==> src/rtl/dmem_responder_pkg.sv <==
// Shared definitions for the data-memory responder: default geometry,
// default latencies, FSM state encoding and a counter-width helper.
package dmem_responder_pkg;

  // Default block-address width (depth = 2**DMEM_BLOCK_ADDR_SIZE blocks)
  localparam int DMEM_BLOCK_ADDR_SIZE = 4;
  // Default bits per block (must be a multiple of 8)
  localparam int DBLOCK_SIZE_BITS     = 64;
  // Default access latencies, in cycles from acceptance to response
  localparam int DMEM_READ_LATENCY    = 4;
  localparam int DMEM_WRITE_LATENCY   = 4;
  // Byte-lane width used by the storage array
  localparam int BYTE_W               = 8;

  // Responder FSM states
  typedef enum logic [1:0] {
    DMEM_IDLE       = 2'd0,
    DMEM_READ_WAIT  = 2'd1,
    DMEM_WRITE_WAIT = 2'd2,
    DMEM_RESP       = 2'd3
  } dmem_state_e;

  // Width of a down-counter able to hold max(rl, wl) - 1, never below 1 bit
  function automatic int lat_cnt_width(input int rl, input int wl);
    int m;
    m = (rl > wl) ? rl : wl;
    return (m > 1) ? $clog2(m) : 1;
  endfunction

endpackage

==> src/rtl/dmem_block_array.sv <==
// Synchronous single-port block storage for the data-memory responder.
// Split into independent byte lanes so optional byte enables map onto
// per-lane write enables; the read port is registered and resettable so
// the read data starts at zero. Storage contents are never reset.
module dmem_block_array
  import dmem_responder_pkg::*;
#(
  parameter int ADDR_WIDTH = DMEM_BLOCK_ADDR_SIZE,
  parameter int BLOCK_BITS = DBLOCK_SIZE_BITS
) (
  input  logic                         clock,
  input  logic                         reset,
  input  logic                         we,
  input  logic                         re,
  input  logic [ADDR_WIDTH-1:0]        addr,
  input  logic [BLOCK_BITS/BYTE_W-1:0] byte_en,
  input  logic [BLOCK_BITS-1:0]        wdata,
  output logic [BLOCK_BITS-1:0]        rdata
);

  localparam int NB    = BLOCK_BITS / BYTE_W;
  localparam int DEPTH = 1 << ADDR_WIDTH;

  genvar gi;
  generate
    for (gi = 0; gi < NB; gi++) begin : g_lane
      logic [BYTE_W-1:0] lane_mem_q [DEPTH];
      logic [BYTE_W-1:0] lane_rd_q;

      // Commit this byte lane when a write is enabled for it
      always_ff @(posedge clock) begin
        if (we && byte_en[gi]) begin
          lane_mem_q[addr] <= wdata[gi*BYTE_W +: BYTE_W];
        end
      end

      // Registered read port; holds its value until the next read
      always_ff @(posedge clock or posedge reset) begin
        if (reset) begin
          lane_rd_q <= '0;
        end else if (re) begin
          lane_rd_q <= lane_mem_q[addr];
        end
      end

      assign rdata[gi*BYTE_W +: BYTE_W] = lane_rd_q;
    end
  endgenerate

endmodule

==> src/rtl/dmem_responder.sv <==
// Block-addressed data-memory responder for the D-cache refill/write-back
// path. Accepts one block read or write at a time, waits a fixed latency
// with a down-counter, then pulses ready (read) or done (write) for one
// cycle. Write wins when ren and wen arrive together.
// Optional feature: define DMEM_BYTE_MASK_EN to add a per-byte write mask
// input (wmask); without it every write replaces the whole block.
module dmem_responder
  import dmem_responder_pkg::*;
#(
  parameter int ADDR_WIDTH    = DMEM_BLOCK_ADDR_SIZE,
  parameter int BLOCK_BITS    = DBLOCK_SIZE_BITS,
  parameter int READ_LATENCY  = DMEM_READ_LATENCY,
  parameter int WRITE_LATENCY = DMEM_WRITE_LATENCY
) (
  input  logic                         clock,
  input  logic                         reset,
  input  logic                         ren,
  input  logic                         wen,
  input  logic [ADDR_WIDTH-1:0]        block_address,
  input  logic [BLOCK_BITS-1:0]        din,
`ifdef DMEM_BYTE_MASK_EN
  input  logic [BLOCK_BITS/BYTE_W-1:0] wmask,
`endif
  output logic [BLOCK_BITS-1:0]        dout,
  output logic                         ready,
  output logic                         done,
  output logic                         busy
);

  localparam int CNT_W = lat_cnt_width(READ_LATENCY, WRITE_LATENCY);
  localparam int NB    = BLOCK_BITS / BYTE_W;

  dmem_state_e             state_q, state_d;
  logic [CNT_W-1:0]        cnt_q, cnt_d;
  logic [ADDR_WIDTH-1:0]   addr_q, addr_d;
  logic [BLOCK_BITS-1:0]   data_q, data_d;
  logic                    ready_q, ready_d;
  logic                    done_q, done_d;
  logic                    busy_q, busy_d;
  logic                    cnt_zero;
  logic                    mem_we;
  logic                    mem_re;
  logic [NB-1:0]           byte_en;

  assign cnt_zero = (cnt_q == '0);

  // State register; reset aborts whatever request is in flight
  always_ff @(posedge clock or posedge reset) begin
    if (reset) begin
      state_q <= DMEM_IDLE;
    end else begin
      state_q <= state_d;
    end
  end

  // Next-state logic: write has priority over read in IDLE
  always_comb begin
    state_d = state_q;
    unique case (state_q)
      DMEM_IDLE: begin
        if (wen) begin
          state_d = DMEM_WRITE_WAIT;
        end else if (ren) begin
          state_d = DMEM_READ_WAIT;
        end
      end
      DMEM_READ_WAIT,
      DMEM_WRITE_WAIT: begin
        if (cnt_zero) begin
          state_d = DMEM_RESP;
        end
      end
      DMEM_RESP: state_d = DMEM_IDLE;
      default:   state_d = DMEM_IDLE;
    endcase
  end

  // Output/control decode: the array is accessed on the edge leaving a
  // WAIT state, and the matching pulse is registered for the RESP cycle
  always_comb begin
    mem_we  = (state_q == DMEM_WRITE_WAIT) && cnt_zero;
    mem_re  = (state_q == DMEM_READ_WAIT) && cnt_zero;
    ready_d = mem_re;
    done_d  = mem_we;
    busy_d  = (state_d != DMEM_IDLE);
  end

  // Request capture and latency countdown; inputs only matter in IDLE
  always_comb begin
    cnt_d  = cnt_q;
    addr_d = addr_q;
    data_d = data_q;
    if (state_q == DMEM_IDLE) begin
      if (wen) begin
        cnt_d  = CNT_W'(WRITE_LATENCY - 1);
        addr_d = block_address;
        data_d = din;
      end else if (ren) begin
        cnt_d  = CNT_W'(READ_LATENCY - 1);
        addr_d = block_address;
      end
    end else if ((state_q == DMEM_READ_WAIT || state_q == DMEM_WRITE_WAIT) && !cnt_zero) begin
      cnt_d = cnt_q - 1'b1;
    end
  end

  // Counter and latched request registers
  always_ff @(posedge clock or posedge reset) begin
    if (reset) begin
      cnt_q  <= '0;
      addr_q <= '0;
      data_q <= '0;
    end else begin
      cnt_q  <= cnt_d;
      addr_q <= addr_d;
      data_q <= data_d;
    end
  end

`ifdef DMEM_BYTE_MASK_EN
  logic [NB-1:0] mask_q;

  // Byte mask is captured together with the write address and data
  always_ff @(posedge clock or posedge reset) begin
    if (reset) begin
      mask_q <= '0;
    end else if (state_q == DMEM_IDLE && wen) begin
      mask_q <= wmask;
    end
  end

  assign byte_en = mask_q;
`else
  assign byte_en = '1;
`endif

  // Registered response pulses and busy flag
  always_ff @(posedge clock or posedge reset) begin
    if (reset) begin
      ready_q <= 1'b0;
      done_q  <= 1'b0;
      busy_q  <= 1'b0;
    end else begin
      ready_q <= ready_d;
      done_q  <= done_d;
      busy_q  <= busy_d;
    end
  end

  dmem_block_array #(
    .ADDR_WIDTH (ADDR_WIDTH),
    .BLOCK_BITS (BLOCK_BITS)
  ) u_array (
    .clock   (clock),
    .reset   (reset),
    .we      (mem_we),
    .re      (mem_re),
    .addr    (addr_q),
    .byte_en (byte_en),
    .wdata   (data_q),
    .rdata   (dout)
  );

  assign ready = ready_q;
  assign done  = done_q;
  assign busy  = busy_q;

endmodule

==> config.mk <==
export PLATFORM = sky130hd
export DESIGN_NAME = dmem_responder
export DESIGN_NICKNAME = d
export VERILOG_FILES = /design/src/rtl/dmem_responder_pkg.sv /design/src/rtl/dmem_block_array.sv /design/src/rtl/dmem_responder.sv
export SDC_FILE = /design/constraint.sdc
export NUM_CORES = 1
export LEC_CHECK = 0
export ABC_CLOCK_PERIOD_IN_PS = 2600
export BUFFER_PORTS_ARGS = -buffer_cell sky130_fd_sc_hd__buf_2
export CORE_ASPECT_RATIO = 0.5
export CORE_MARGIN = 5
export CORE_UTILIZATION = 48
export DETAILED_ROUTE_END_ITERATION = 8
export HOLD_SLACK_MARGIN = 0.12
export PLACE_DENSITY = 0.67
export REMOVE_ABC_BUFFERS = 1
export SLEW_MARGIN = 20
export SYNTH_ARGS = -nofsm -noshare
export SYNTH_HDL_FRONTEND = slang
export SYNTH_HIERARCHICAL = 1
export SYNTH_SLANG_ARGS = --single-unit
==> constraint.sdc <==
create_clock -name clock -period 2.6 [get_ports clock]
set_clock_uncertainty 0.05 [all_clocks]
set_input_delay 0.78 -clock clock [delete_from_list [all_inputs] [get_ports clock]]
set_output_delay 0.78 -clock clock [all_outputs]
set_load 0.005 [all_outputs]
# Word-level counts from Yosys, hierarchy flattened
# Memories as Yosys holds them, arrays and structs flattened. A register that Yosys moved wholly into a read port is not among the register bits.
# Index checks and enable logic that the tools add are counted.
[totals]
output_inout_bits = 67
mem_bits_ro = 0
memories = 8
ramBits = 1024
elab_cells = 46
latch_bits = 0
reg_bits = 75
[memory_table]
columns = ["memory", "words", "width", "read_ports", "rd_ports_with_merged_regs", "write_ports", "line_no", "source"]
rows = [
  ["u_array.g_lane[0].lane_mem_q", 16, 8, 1, 1, 1, "dmem_block_array.sv:27", "logic [BYTE_W-1:0] lane_mem_q [DEPTH];"],
  ["u_array.g_lane[1].lane_mem_q", 16, 8, 1, 1, 1, "dmem_block_array.sv:27", ""],
  ["u_array.g_lane[2].lane_mem_q", 16, 8, 1, 1, 1, "dmem_block_array.sv:27", ""],
  ["u_array.g_lane[3].lane_mem_q", 16, 8, 1, 1, 1, "dmem_block_array.sv:27", ""],
  ["u_array.g_lane[4].lane_mem_q", 16, 8, 1, 1, 1, "dmem_block_array.sv:27", ""],
  ["u_array.g_lane[5].lane_mem_q", 16, 8, 1, 1, 1, "dmem_block_array.sv:27", ""],
  ["2 more memories", "-", "-", "-", "-", "-", "-", ""],
]
[op_classes]
mux = 12
mul = 0
n_addsub = 1
n_reduce_logical = 14
n_lt_le_gt_ge = 0
n_shift = 0
n_bitwise = 0
n_eq_ne = 4
n_div = 0
[op_table]
columns = ["operator", "count"]
rows = [
  ["2-bit 2-to-1 mux", 7],
  ["4-bit 2-to-1 mux", 2],
  ["2-bit case mux with 3 select lines", 1],
  ["2-bit AND reduction", 3],
  ["2-bit nonzero test", 3],
  ["2-bit equality test (second input constant)", 2],
  ["2-bit logical NOT", 2],
  ["1-bit logical AND", 3],
  ["3-bit inequality test (second input constant)", 1],
  ["2-bit by 1-bit equality test with 1-bit output (second input constant)", 1],
  ["1-bit 2-to-1 mux", 2],
  ["2-bit OR reduction", 1],
  ["2-bit by 1-bit subtractor with 2-bit output (second input constant)", 1],
  ["1-bit logical NOT", 1],
  ["1-bit logical OR", 1],
]

# Logic depth before layout (Yosys ltp)
# Gate-level depths: netlist of run 1.
[logic_depth]
ltp_word = 5
depth_mapped = 8

# Cells and area by module
# The synthesis of run 1 kept the hierarchy.
[modules_own_cells]
columns = ["module", "area_per_inst_um2", "cells_each", "instances"]
rows = [
  ["dmem_block_array", 42090.4, 2328, 1],
  ["dmem_responder", 2947.8, 179, 1],
]

# Worst setup path before layout of run 1
# No wires, ideal clock.
[synth_path]
path_type = "reg2reg"
from = "register cnt_q[0]"
to = "memory u_array.g_lane[6].lane_mem_q[4][0], enable pin"
t_required_ps = 2180
arrival_ps = 1766
setup_slack_ps = 413
stages_incl_launch_ff = 8
setup_time_ps = 370
path_cell_list = "dfrtp_1 -> inv_1 -> ha_1 -> and2_1 -> clkbuf_1 -> nand2_1 -> clkbuf_1 -> nor2_1"
[synth_via]
elab_chain_cells = 4
[synth_lines]
columns = ["element", "line_no", "source"]
rows = [
  ["start: declaration", "dmem_responder.sv:34", "logic [CNT_W-1:0] cnt_q, cnt_d;"],
  ["start signal: assignment", "dmem_responder.sv:114", "cnt_q <= cnt_d;"],
  ["2-bit logical NOT", "dmem_responder.sv:45", "assign cnt_zero = (cnt_q == '0);"],
  ["1-bit logical AND", "dmem_responder.sv:81", "mem_we = (state_q == DMEM_WRITE_WAIT) && cnt_zero;"],
  ["net done_d", "dmem_responder.sv:38", "logic done_q, done_d;"],
  ["1-bit 2-to-1 mux", "dmem_block_array.sv:32", "if (we && byte_en[gi]) begin"],
  ["1-bit 2-to-1 mux (implied by the code)", "dmem_block_array.sv:33", "lane_mem_q[addr] <= wdata[gi*BYTE_W +: BYTE_W];"],
  ["end: declaration", "dmem_block_array.sv:27", ""],
]
# The timed path passes the listed nets, and every way through them passes these cells.

# Final worst setup path of run 1
[layout_path]
from = "register cnt_q[0]"
to = "memory u_array.g_lane[1].lane_mem_q[7][2], enable pin"
[layout_via]
elab_chain_cells = 4
[layout_lines]
columns = ["element", "line_no"]
rows = [
  ["2-bit logical NOT", "dmem_responder.sv:45"],
  ["1-bit logical AND", "dmem_responder.sv:81"],
  ["net done_d", "dmem_responder.sv:38"],
  ["1-bit 2-to-1 mux", "dmem_block_array.sv:32"],
  ["1-bit 2-to-1 mux (implied by the code)", "dmem_block_array.sv:33"],
  ["end: declaration", "dmem_block_array.sv:27"],
]
# The timed path passes the listed nets, and every way through them passes these cells.

==> summary.txt, run 1 <==
Synth
  – Ys async rst share: 11.95%
  – Synth Flop Type: edfxtp_1
  – Largest family of logic cells by synthesized area: multiplexers
  – Seq/Total Area, Yosys: 76.00%
  – Synthesized area: 45040 µm²
  – Post-synthesis simple-gate area fraction: 3.423%
  – Synth Area in Adders: 0.1389%
  – Post-Synthesis Cells: 2507
  – Synth Area in XOR/XNOR: 0%
  – Avg Cell Area, Syn: approximately 18 µm²
  – Distinct cells, synth: 43
  – Warnings from Yosys: 6
  – Complex-gate fraction of the synthesized area: under 10%
  – FF+latch count, synth: approximately 1200
  – Mux share of post-synthesis cell area: ~14%
  – Number of flops mapped to enable cells by yosys: a little over 1000

STA
  – Unrepaired setup endpoints after global routing: no
  – Period minus WS final: 2.499 ns
  – Period utilization: a little over nine tenths
  – Fmax: 400.2 MHz
  – Max-slew headroom: between 40 and 50%
  – Final setup violating endpoints: 0
  – Least-Margin Pin Slew: 0.8200 ns
  – Final hold slack: 0.2908 ns
  – Hold Vio Cnt, Final: 0
  – Setup TNS: 0 ns
  – Fin. max-slew vios: 0

Finish
  – Area Overhead vs Synth: 14.40%
  – Ratio of cells with drive above 1 in the final layout: 22.93%
  – Nets: 2893

CTS
  – Htree depth: 3
  – Clk_lat worst skew: 0.67 ns
  – CTS tree: yes
  – Clock sink count: 1163
  – Total CTS buffers: 101
  – CTS resizes: 0
  – Worst-path clk slew: 0.06 ns
  – Longest Clk Path Bufs: 3
  – CTS Hold Bufs: 1
  – Post-CTS Repair Setup Buffers: 0
  – CTS root buf: clkbuf_16

Detailed routing
  – DRT antenna net count: 0
  – DRC viols: 0
  – Via density: 5.676
  – TritonRoute pass-1 iters: 5
  – Drt wl/cell: 24.93 µm
  – Routed WL: 103.6 mm
  – Initial DRC Count: ~2100
  – DR vias: 23600

Placement
  – Count of input and output buffers: 138
  – GPL Wtd Cong: about 0.79
  – Final HPWL DP: around 65 mm

Worst setup path
  – Top Family by Delay on Critical Path: simple AND/OR/NAND/NOR gates
  – Setup crit end: u_array/g_lane[1].lane_mem_q[7][2]
  – Reg2reg end: u_array/g_lane[1].lane_mem_q[7][2]
  – Worst Path Arrival: 2.81 ns
  – CP endpoint kind: flop
  – CP required: 2.91 ns
  – Crit. path cell count: 7
  – Kind of critical path: reg2reg
  – Cell count of the worst reg-to-reg path: 7
  – Max incr delay on CP: 0.47 ns
  – Reg2reg start: cnt_q[0]
  – Slowest cell on the critical path: nor2_1
  – Worst path cell trace: inv_1 -> ha_1 -> and2_1 -> buf_12 -> nand2_1 -> nor2_1 -> buf_4
  – R2R setup slack: 0.10 ns
  – WP buf/inv: 3
  – CP Launch Type: flop
  – CP Max Fanout: 16
  – CP startpoint: cnt_q[0]

Global routing
  – Grt total ovfl: 0
  – GRT busiest layer: met2
  – GRT met3 Usage: between 4 and 5%
  – Largest net degree at the start of global routing: 69
  – Initial antenna violation count: 2
  – GRT met2 Usage: 34.12%
  – Number of global-route vias before repair: 23710
  – GRT Total Usage: between 20 and 25%
  – First-pass GRT wire length: ~150 mm
  – Met1 Use GR: 27.97%

Pwr
  – Pwr per Cell Area: approximately 1100 nW/µm²
  – NetSw: between 15 and 20 mW
  – Switching fraction of total power: 30.78%
  – Int Pwr: 38.48 mW
  – Combinational group share of total power: around 24%
  – Clock share of power: 27.6%
  – Leakage: 18.40 nW
  – Reg power frac: 48.2%
  – Peak supply drop: approximately 800 µV

Floorplan
  – Die width: 443.2 µm
  – Initial Utilization: 48.42%
  – Io pins: 139
  – Full die area: roughly 100000 µm²
  – Core region area: about 93000 µm²
  – Standard-cell row count: 79
  – Die span in y: 226.6 µm

Outcome
  – Status: finished, final reports clean

Worst hold path
  – Worst hold path type: in2reg

Job
  – MaxCap Viol Count: 0
cell families after synthesis:
kind of cell,count (synthesis)
mux,517
other cells,1
fa+ha+maj,5
buf+inv,154
simple gates,377
flops,1163
compound gates,290
registers in the layout, summed over array words and instances (netlist names):
register / cells
busy: 1
ready: 1
data_q: 64
u_array/g_lane.lane_mem_q: 1024
state_q: 2
cnt_q: 2
done: 1
u_array/g_lane.lane_rd_q: 64
addr_q: 4
routing by layer:
metal  part of all wire (%)  up-vias
li1                       -    10460
met1                     42    12200
met2                     49      788
met3                    6.7      149
met4                    2.3        0
met5                      0        -
cells in the mapped netlist, drive strengths merged (7+ instances only):
library cell / instances / area share [%]
edfxtp: 1024 / 68
nand2: 58 / 0.50
dfrtp: 139 / 7.7
buf: 89 / 1.8
nor2: 258 / 2.2
a31oi: 64 / 0.89
mux2i: 384 / 8.5
mux4: 64 / 3.2
nand3: 41 / 0.46
mux2: 69 / 1.8
a2bb2oi: 35 / 0.68
inv: 7 / 0.058
o21ai: 30 / 0.33
clkbuf: 58 / 0.64
o22ai: 128 / 1.9
a221oi: 29 / 0.56
cells in the final DEF, fill, tap and decap left out, types with 25 or more instances in the layout:
cell type,count
a31oi_1,64
buf_4,185
nor2_1,257
mux2_2,64
o22ai_1,118
mux2i_1,384
mux4_2,64
clkbuf_16,105
a2bb2oi_1,35
clkinv_2,25
edfxtp_1,1024
nand2_1,57
nand3_1,40
buf_2,138
a221oi_1,29
dfrtp_1,135
o21ai_1,29
final cells by class:
| cell class | count | area (µm²) |
|---|---|---|
| Multi-Input combinational cell | 1197 | 9734 |
| Timing Repair Buffer | 346 | 2530 |
| Sequential cell | 1163 | 34240 |
| Tap cell | 1255 | 1570 |
| Antenna cell | 2 | 5.005 |
| Clock buffer | 138 | 2882 |
| Inverter | 7 | 31.28 |
| Clock inverter | 49 | 528.0 |
| Fill cell | 7079 | 41490 |
stage by stage:
step           setup WS (ns)  area [µm²]  utilization [%]  power [mW]  instances
3_5_place_dp          0.1590       48100            51.71       40.74       3967
5_1_grt              0.02309       51520            55.39       57.81       4156
4_1_cts               0.1488       51520            55.39       55.95       4155
3_3_place_gp          0.1030       48100            51.71       40.38       3967
2_1_floorplan         -16.59       43970                -       31.93       2367
6_report              0.1011       51520            55.39       55.59       4157
power groups by stage:
stage | Combinational, mW | Sequential (mW) | Clock (mW)
floorplan | 5.49 | 26.4 | 0
global placement | 13.2 | 27.1 | 0
detailed placement | 13.4 | 27.3 | 0
CTS | 13.5 | 26.9 | 15.6
global route | 14.3 | 27.2 | 16.4
finish | 13.5 | 26.8 | 15.3
how the worst min path moves through the flow:
stage / endpoint / cells past startpoint / start
floorplan: cnt_q[0] / 1 / cnt_q[0]
global placement: cnt_q[0] / 1 / cnt_q[0]
detailed placement: cnt_q[0] / 1 / cnt_q[0]
CTS: data_q[42] / 2 / din[42]
global route: data_q[36] / 2 / din[36]
finish: data_q[42] / 2 / din[42]
worst register-to-register path: stages (launching register included):
cell	delay [ns]
dfrtp_1	0.39
inv_1	0.07
ha_1	0.21
and2_1	0.20
buf_12	0.16
nand2_1	0.38
nor2_1	0.47
buf_4	0.27
No activity file was read; power rests on OpenSTA's default activity.
==> run 2: changes to the inputs <==
--- a/config.mk
+++ b/config.mk
@@ -9,11 +9,10 @@
 export BUFFER_PORTS_ARGS = -buffer_cell sky130_fd_sc_hd__buf_2
 export CORE_ASPECT_RATIO = 0.5
 export CORE_MARGIN = 5
-export CORE_UTILIZATION = 48
+export CORE_UTILIZATION = 56
 export DETAILED_ROUTE_END_ITERATION = 8
 export HOLD_SLACK_MARGIN = 0.12
-export PLACE_DENSITY = 0.67
-export REMOVE_ABC_BUFFERS = 1
+export PLACE_DENSITY = 0.76
 export SLEW_MARGIN = 20
 export SYNTH_ARGS = -nofsm -noshare
 export SYNTH_HDL_FRONTEND = slang
==> run 2 against run 1 <==
Net effect:
- routed wire length increased by 0.34%
- setup slack better by 0.077 ns
- sequential power about the same
- fmax up 3.2%
- die area down 14%
- first-iteration DRC count increased by 22%
- flip-flop and latch count unchanged
- global-route usage increased by 3.6 points
- utilization up 8.8 points
==> summary.txt, run 2 (synthesis gave the netlist of run 1 again) <==
Worst hold path
  – Worst hold path type: in2async

STA
  – Hold Vio Cnt, Final: 0
  – Setup ws final: 0.1780 ns
  – Unrepaired setup endpoints after global routing: no
  – Period minus WS final: 2.422 ns
  – Max-slew headroom: 51.50%
  – Fin. max-slew vios: 0
  – Setup TNS: 0 ns
  – Final setup violating endpoints: 0
  – Fmax: just over 400 MHz
  – Period utilization: 93.15%
  – Least-Margin Pin Slew: between 0.7 and 0.8 ns

Finish
  – Area of the multi-input gates: 9737 µm²
  – Top flop regs: u_array/g_lane.lane_mem_q x1024, data_q x64, u_array/g_lane.lane_rd_q x64
  – Register Area: 34240 µm²
  – Nets: 2892
  – Commonest non-fill, non-tap cell in the layout: edfxtp_1
  – Largest register by flop count: u_array/g_lane.lane_mem_q
  – Area Overhead vs Synth: 13.47%
  – Number of flip-flops in the largest register: 1024
  – N_diodes: 0
  – Most frequent cells in the layout: 1024 x edfxtp_1, 384 x mux2i_1, 257 x nor2_1, 192 x buf_4, 138 x buf_2
  – Fillers: 5232
  – Fin cells: 3984
  – Ratio of cells with drive above 1 in the final layout: 22.44%
  – Post-route cell area: 51110 µm²

CTS
  – CTS Hold Bufs: 0
  – CTS root buf: clkbuf_16
  – Clock sink count: 1163
  – Total CTS buffers: 97
  – Longest Clk Path Bufs: 3
  – Htree depth: 3
  – Worst-path clk slew: ~0.07 ns
  – Post-CTS Repair Setup Buffers: 0
  – CTS tree: yes
  – Clk_lat worst skew: 0.66 ns

Worst setup path
  – CP Max Fanout: 20
  – Kind of critical path: reg2reg
  – CP endpoint kind: flop
  – CP required: just under 3 ns
  – CP Launch Type: flop
  – Worst Path Arrival: approximately 2.7 ns

Global routing
  – Number of global-route vias before repair: about 25000
  – Initial antenna violation count: 1
  – First-pass GRT wire length: ~150 mm
  – Largest net degree at the start of global routing: 76
  – GRT Total Usage: roughly a quarter
  – Grt total ovfl: 0

Detailed routing
  – DRT antenna net count: 0
  – Via density: around 6
  – Drt wl/cell: 26.10 µm
  – DRC viols: 0
  – DR vias: approximately 24000
  – Initial DRC Count: 2572
  – TritonRoute pass-1 iters: 7
  – Routed WL: roughly 100 mm

Pwr
  – Reg power frac: 48.7%
  – Int Pwr: ~38 mW
  – NetSw: 17.14 mW
  – Leakage: between 15 and 20 nW
  – Total power: 55.11 mW
  – Combinational group share of total power: 24.5%
  – Clock share of power: 26.8%
  – Switching fraction of total power: 31.10%
  – Pwr per Cell Area: 1078 nW/µm²
  – Peak supply drop: 858.8 µV

Placement
  – Placement Cell Area: 47880 µm²
  – GPL Wtd Cong: ~0.83
  – Count of input and output buffers: approximately 140
  – Worst slack, placed: 0.1525 ns
  – Final HPWL DP: ~64 mm
  – Placed insts: between 3000 and 4000

Floorplan
  – Initial Utilization: 56.61%
  – Die width: 411.1 µm
  – Full die area: 86540 µm²
  – Core region area: 79560 µm²
  – Io pins: roughly 140
  – Standard-cell row count: between 70 and 80
  – Die span in y: 210.5 µm

Outcome
  – Status: finished, final reports clean

Job
  – MaxCap Viol Count: 0
-- run 2: routing by layer --
metal | track usage [%] | up-vias | routed length [µm]
li1 | - | 10470 | -
met1 | 32.80 | 12420 | 40220
met2 | 38.24 | 1196 | 49470
met3 | 6.889 | 212 | 10920
met4 | 7.628 | 2 | 3370
met5 | 0 | - | 7
-- run 2: area by class of cell --
class	instances	share of cell area [%]
clock buffers	134	5.283
repair buffers	349	4.916
clock inverters	47	1.023
inverters	7	0.06121
multi-input cells	1197	19.05
flip-flops and latches	1163	67.00
well taps	1087	2.661
-- run 2: what timing repair did --
action                                  CTS  global route
gates resized for setup                   0             1
endpoints found under the setup margin    0             1
hold endpoints to repair                  0             0
-- run 2: path summary, 6_finish.rpt --
path / startpoint / to / slack (ns) / cells after the start
worst max-delay path: addr_q[0] / u_array/g_lane[4].lane_mem_q[7][3] / 0.18 / 4
worst min-delay path: reset / u_array/g_lane[1].lane_rd_q[7] / 0.21 / 3
worst max register to register: addr_q[0] / u_array/g_lane[4].lane_mem_q[7][3] / 0.18 / 4
worst min register to register: cnt_q[0] / cnt_q[0] / 0.43 / 1
max in group asynchronous: reset / addr_q[0] / 1.79 / 3
min in group clock: din[15] / data_q[15] / 0.30 / 2
-- run 2: critical path, cell delays in order (launching register included) --
cell and delay [ns]:
dfrtp_4 0.61, and2_4 0.43, nand2_1 0.52, nor2_1 0.31
buf_4 0.20
-- run 2: power groups by stage --
stage                     Combinational (mW)  Clock, mW  Sequential [mW]
after floorplan                         9.90          0             25.8
after global placement                  13.0          0             27.1
after detailed placement                13.3          0             27.3
after CTS                               13.4       14.9             26.9
after global routing                    14.3       15.8             27.2
final                                   13.5       14.8             26.8
-- run 2: through the flow --
| step | util [%] | hold WS (ns) |
|---|---|---|
| finish | 64.24 | 0.2064 |
| global route | 64.24 | 0.2200 |
| CTS | 64.24 | 0.1929 |
| detailed placement | 60.19 | 0.4215 |
| global placement | 60.19 | 0.4167 |
| floorplan | - | 0.3945 |
